### src/rtl/alu_div_if.sv
// Handshake and result bundle between the ALU sequencer and the restoring divider.
// The master drives the request; the slave (divider) returns the status and result.
interface alu_div_if #(parameter int WIDTH = 4);
    logic                 start;
    logic [WIDTH-1:0]     A;
    logic [WIDTH-1:0]     B;
    logic                 busy;
    logic [2*WIDTH-1:0]   P;
    logic                 aDiv;
    logic                 div_zero;

    modport master (output start, A, B, input busy, P, aDiv, div_zero);
    modport slave  (input start, A, B, output busy, P, aDiv, div_zero);
endinterface

### src/rtl/alu_div_seq.sv
// Sequential restoring divider: one quotient bit per clock, unsigned operands,
// packed {quotient, remainder} result with a one-cycle aDiv strobe.
module alu_div_seq #(
    parameter int WIDTH = 4
) (
    input  logic      clk,
    input  logic      rst_n,
    alu_div_if.slave  bus
);
    localparam int CW = (WIDTH > 1) ? $clog2(WIDTH) : 1;

    typedef enum logic {IDLE, CALC} state_t;

    state_t               state_q, state_d;
    logic [CW-1:0]        cnt_q, cnt_d;
    logic [WIDTH-1:0]     dvd_q, dvd_d;   // dividend bits shift out, quotient bits shift in
    logic [WIDTH-1:0]     dvs_q, dvs_d;
    logic [WIDTH-1:0]     rem_q, rem_d;
    logic [2*WIDTH-1:0]   p_q, p_d;
    logic                 adiv_q, adiv_d;
    logic                 dz_q, dz_d;

    logic [WIDTH:0]       ext;
    logic [WIDTH:0]       trial;
    logic [WIDTH:0]       dvd_shift;
    logic                 qbit;

    always_comb begin
        state_d   = state_q;
        cnt_d     = cnt_q;
        dvd_d     = dvd_q;
        dvs_d     = dvs_q;
        rem_d     = rem_q;
        p_d       = p_q;
        dz_d      = dz_q;
        adiv_d    = 1'b0;

        // rem < divisor always holds, so the shifted value fits in WIDTH+1 bits
        ext       = {rem_q, dvd_q[WIDTH-1]};
        trial     = ext - {1'b0, dvs_q};
        qbit      = ~trial[WIDTH];
        dvd_shift = {dvd_q, qbit};

        case (state_q)
            IDLE: begin
                if (bus.start) begin
                    if (bus.B != '0) begin
                        dvd_d   = bus.A;
                        dvs_d   = bus.B;
                        rem_d   = '0;
                        cnt_d   = CW'(WIDTH - 1);
                        state_d = CALC;
                    end else begin
                        p_d    = {{WIDTH{1'b1}}, bus.A};
                        dz_d   = 1'b1;
                        adiv_d = 1'b1;
                    end
                end
            end
            CALC: begin
                rem_d = qbit ? trial[WIDTH-1:0] : ext[WIDTH-1:0];
                dvd_d = dvd_shift[WIDTH-1:0];
                cnt_d = cnt_q - 1'b1;
                if (cnt_q == '0) begin
                    p_d     = {dvd_d, rem_d};
                    dz_d    = 1'b0;
                    adiv_d  = 1'b1;
                    cnt_d   = '0;
                    state_d = IDLE;
                end
            end
            default: state_d = IDLE;
        endcase
    end

    always_ff @(posedge clk or negedge rst_n) begin
        if (!rst_n) begin
            state_q <= IDLE;
            cnt_q   <= '0;
            dvd_q   <= '0;
            dvs_q   <= '0;
            rem_q   <= '0;
            p_q     <= '0;
            adiv_q  <= 1'b0;
            dz_q    <= 1'b0;
        end else begin
            state_q <= state_d;
            cnt_q   <= cnt_d;
            dvd_q   <= dvd_d;
            dvs_q   <= dvs_d;
            rem_q   <= rem_d;
            p_q     <= p_d;
            adiv_q  <= adiv_d;
            dz_q    <= dz_d;
        end
    end

    assign bus.busy     = (state_q == CALC);
    assign bus.P        = p_q;
    assign bus.aDiv     = adiv_q;
    assign bus.div_zero = dz_q;
endmodule
### src/flat_wrapper.sv
// flat-port wrapper written by rule: the top's interface ports become plain ports
module alu_div_seq_flat 
#(
    parameter int WIDTH = 4
)
  (clk, rst_n, bus_start, bus_A, bus_B, bus_busy, bus_P, bus_aDiv, bus_div_zero);
  alu_div_if #(.WIDTH(WIDTH)) bus_i ();
  input  logic clk;
  input  logic rst_n;
  input wire logic [$bits(bus_i.start)-1:0] bus_start;
  input wire logic [$bits(bus_i.A)-1:0] bus_A;
  input wire logic [$bits(bus_i.B)-1:0] bus_B;
  output wire logic [$bits(bus_i.busy)-1:0] bus_busy;
  output wire logic [$bits(bus_i.P)-1:0] bus_P;
  output wire logic [$bits(bus_i.aDiv)-1:0] bus_aDiv;
  output wire logic [$bits(bus_i.div_zero)-1:0] bus_div_zero;
  assign bus_i.start = bus_start;
  assign bus_i.A = bus_A;
  assign bus_i.B = bus_B;
  assign bus_busy = bus_i.busy;
  assign bus_P = bus_i.P;
  assign bus_aDiv = bus_i.aDiv;
  assign bus_div_zero = bus_i.div_zero;
  alu_div_seq #(.WIDTH(WIDTH)) u_core (.clk(clk), .rst_n(rst_n), .bus(bus_i));
endmodule
### config.mk
export PLATFORM = sky130hd
export DESIGN_NAME = alu_div_seq_flat
export DESIGN_NICKNAME = d
export VERILOG_FILES = /design/src/rtl/alu_div_if.sv /design/src/rtl/alu_div_seq.sv /design/src/flat_wrapper.sv
export SDC_FILE = /design/constraint.sdc
export NUM_CORES = 1
export LEC_CHECK = 0
export ABC_AREA = 1
export CAP_MARGIN = 15
export CORE_ASPECT_RATIO = 1.25
export CORE_UTILIZATION = 30
export CTS_CLUSTER_SIZE = 20
export DETAILED_ROUTE_END_ITERATION = 12
export PLACE_DENSITY = 0.61
export SYNTH_ARGS = -nofsm -noshare
export SYNTH_HDL_FRONTEND = slang
export SYNTH_SLANG_ARGS = --single-unit
### constraint.sdc
create_clock -name clk -period 4.33 [get_ports clk]
set_input_delay 0.866 -clock clk [delete_from_list [all_inputs] [get_ports clk]]
set_output_delay 0.866 -clock clk [all_outputs]
set_load 0.01 [all_outputs]
==> impl_metrics.py <==
metrics = {
    "timing": {
        "max_freq_mhz": 405,
        "layout_min_cycle_time_ns": 2.47,
        "rsz0062_at_grt": "false",
        "worst_slew_pin_slew_ns": 0.535,
        "period_share_pct": 57.0,
        "slew_violations": 0,
        "tns_ns": 0,
        "holdWs_ns": 0.484,
        "skew_ns": 0.00438,
        "maxSlewHeadroom_pct": 64.3,
        "hold_violations": 0,
        "setup_viol": 0,
    },
    "layout": {
        "design_area_mm2": 0.00163,
        "drive_gt1_share_pct": 7.69,
        "diodes": 0,
        "syn_to_final_growth_pct": 24.7,
        "layout_common_cells": "35 x nand2_1, 25 x dfrtp_1, 24 x inv_1, 23 x nand3_1, 21 x clkdlybuf4s50_1",
        "final_common_cell": "nand2_1",
        "finalNonFillerCells": 238,
        "final_nets": 199,
    },
    "power": {
        "p_per_area_mw_per_mm2": 760,
        "irDropWorstVdd_mv": 0.315,
        "leakagePower_nw": 0.801,
    },
    "critical_path": {
        "crit_family": "flip-flops",
        "critPathSlowestCell": "dfrtp_1",
        "cpPeakStageDelay_ns": 0.69,
        "cp_cell_sequence": "clkdlybuf4s50_1",
        "crit_required_ns": 3.46,
        "end_kind": "primary output",
        "start_kind": "register",
        "crit_arrival_ns": 1.60,
        "crit_type": "reg -> out",
        "path_max_fanout": 16,
        "path_buf_inv": 1,
    },
    "floorplan": {
        "fp.coreArea_mm2": 0.00413,
        "die_x_um": 61.0,
        "die_h_um": 75.7,
        "io_pins": 22,
        "start_util_pct": 31.6,
        "dieArea_mm2": 0.00462,
        "rows": 26,
    },
    "logic_synthesis": {
        "syn_inst": 158,
        "ys_types": 25,
        "ys_seq_area_share_pct": 48.0,
        "yosysWarnings": 0,
        "syn_nets": 174,
        "synth_seq_cells": 25,
        "avgSynthCellArea_um2": 8.25,
        "syn-cell-area_mm2": 0.00130,
    },
    "global_route": {
        "grt_pass1_vias": 1032,
        "grt.total_usage_pct": 14.2,
        "grt_start_max_net_pins": 26,
        "grt_overflow": 0,
        "antenna_found_initial": 0,
        "grt_pass1_wl_mm": 4.80,
    },
    "placement": {
        "postPlaceCellArea_mm2": 0.00158,
        "dp_cells": 234,
        "routabilityCongestion": 0.775,
        "hpwl_mm": 1.98,
        "port_buffers": 21,
    },
    "cts": {
        "cts-root-buf": "clkbuf_8",
        "ctsHoldBuffers": 0,
        "insertion_delay_ns": 0.27,
        "cts_tree": "yes",
        "cts_max_level": 1,
        "cts.sinks": 25,
        "clk_path_buf_depth": 2,
        "cts_made_buffers": 3,
        "cts_resized": 0,
        "post-cts-setup-buffers": 0,
        "path_clk_slew_ns": 0.09,
    },
    "flow_run": {
        "maxCapViolations": 0,
    },
    "drt": {
        "via_count": 1084,
        "drt-vias-per-instance": 4.55,
        "drt_iter0_markers": 16,
        "routedWlPerCell_um": 11.2,
        "drt-total-wl_mm": 2.67,
        "antenna_left": 0,
        "drt_first_pass_iters": 4,
        "drcViolationCount": 0,
    },
    "hold_path": {
        "hp-class": "reg -> reg",
    },
    "run_status": {
        "status": "finished clean",
    },
}
[power by group]
group | internal, W | switching (W) | total [W] | leakage (nW)
logic | 0.000292 | 0.000375 | 0.000668 | 0.478
registers | 0.000344 | 0.0000795 | 0.000423 | 0.301
clock network | 0.0000653 | 0.0000797 | 0.000145 | 0.0217
[per-stage QoR]
stage	utilization [%]	setup WS, ns	total power, W
2_1_floorplan	-	2.65	0.000894
3_3_place_gp	38.2	2.00	0.00109
3_5_place_dp	38.2	1.98	0.00110
4_1_cts	39.3	1.85	0.00125
5_1_grt	39.3	1.76	0.00138
6_report	39.3	1.86	0.00124
[worst paths after layout]
check                           startpoint               to  slack, ns  cells past startpoint
setup / recovery           u_core.bus.busy         bus_busy       1.86                      1
hold / removal             u_core.dvs_q[2]  u_core.dvs_q[2]       0.48                      2
setup reg to reg           u_core.dvd_q[3]  u_core.bus.P[3]       2.38                     12
hold reg to reg            u_core.dvs_q[2]  u_core.dvs_q[2]       0.48                      2
max in group asynchronous            rst_n  u_core.rem_q[3]       3.13                      2
min in group asynchronous            rst_n  u_core.bus.busy       0.96                      2
[cells in the mapped netlist]
| cell | n | area, µm² |
|---|---|---|
| nand2_1 | 35 | 131 |
| dfrtp_1 | 25 | 626 |
| inv_1 | 24 | 90.1 |
| nand3_1 | 23 | 115 |
| nor2_1 | 9 | 33.8 |
| a21oi_1 | 5 | 25.0 |
| o21ai_0 | 5 | 25.0 |
| ha_1 | 4 | 50.1 |
| inv_2 | 4 | 15.0 |
| or2_1 | 4 | 25.0 |
| a31oi_1 | 3 | 18.8 |
| o211ai_1 | 2 | 15.0 |
| o21ai_1 | 2 | 10.0 |
| o221ai_1 | 2 | 17.5 |
| a21boi_0 | 1 | 7.51 |
| a21boi_1 | 1 | 7.51 |
| buf_6 | 1 | 11.3 |
| clkbuf_1 | 1 | 3.75 |
| fa_1 | 1 | 20.0 |
| nand2_2 | 1 | 6.26 |
| nand2_4 | 1 | 11.3 |
| nand4_2 | 1 | 12.5 |
| nor2_2 | 1 | 6.26 |
| nor2_4 | 1 | 11.3 |
| xnor2_1 | 1 | 8.76 |
[layer usage]
layer,up-vias,GRT usage (%),share of wire [%]
met5,-,0,0
li1,557,-,-
met2,26,21.4,46
met1,492,19.6,49
met4,0,6.57,2.8
met3,9,3.06,2.6
[sequential cells by signal, indices dropped and copies added (netlist names)]
name and flops:
u_core.bus.P 8, u_core.dvd_q 4, u_core.dvs_q 4, u_core.rem_q 4, u_core.cnt_q 2, u_core.bus.aDiv 1
u_core.bus.busy 1, u_core.bus.div_zero 1
[layout make-up]
cell class | count | area, µm²
Clock buffer | 3 | 41.3
Clock inverter | 1 | 7.51
Fill cell | 448 | 2510
Inverter | 28 | 105
Multi-Input combinational cell | 103 | 558
Sequential cell | 25 | 626
Tap cell | 56 | 70.1
Timing Repair Buffer | 22 | 218
[logic make-up (layout without fill, tap and decap cells)]
kind of cell    count (synthesis)  after routing  synth area share, %
simple gates                   76             76                 27.1
fa+ha+maj                       5              5                 5.37
buf+inv                        30             54                 9.21
compound gates                 21             21                 9.69
xor+xnor                        1              1                0.672
flops                          25             25                 48.0
(Power assumes the default switching activity.)
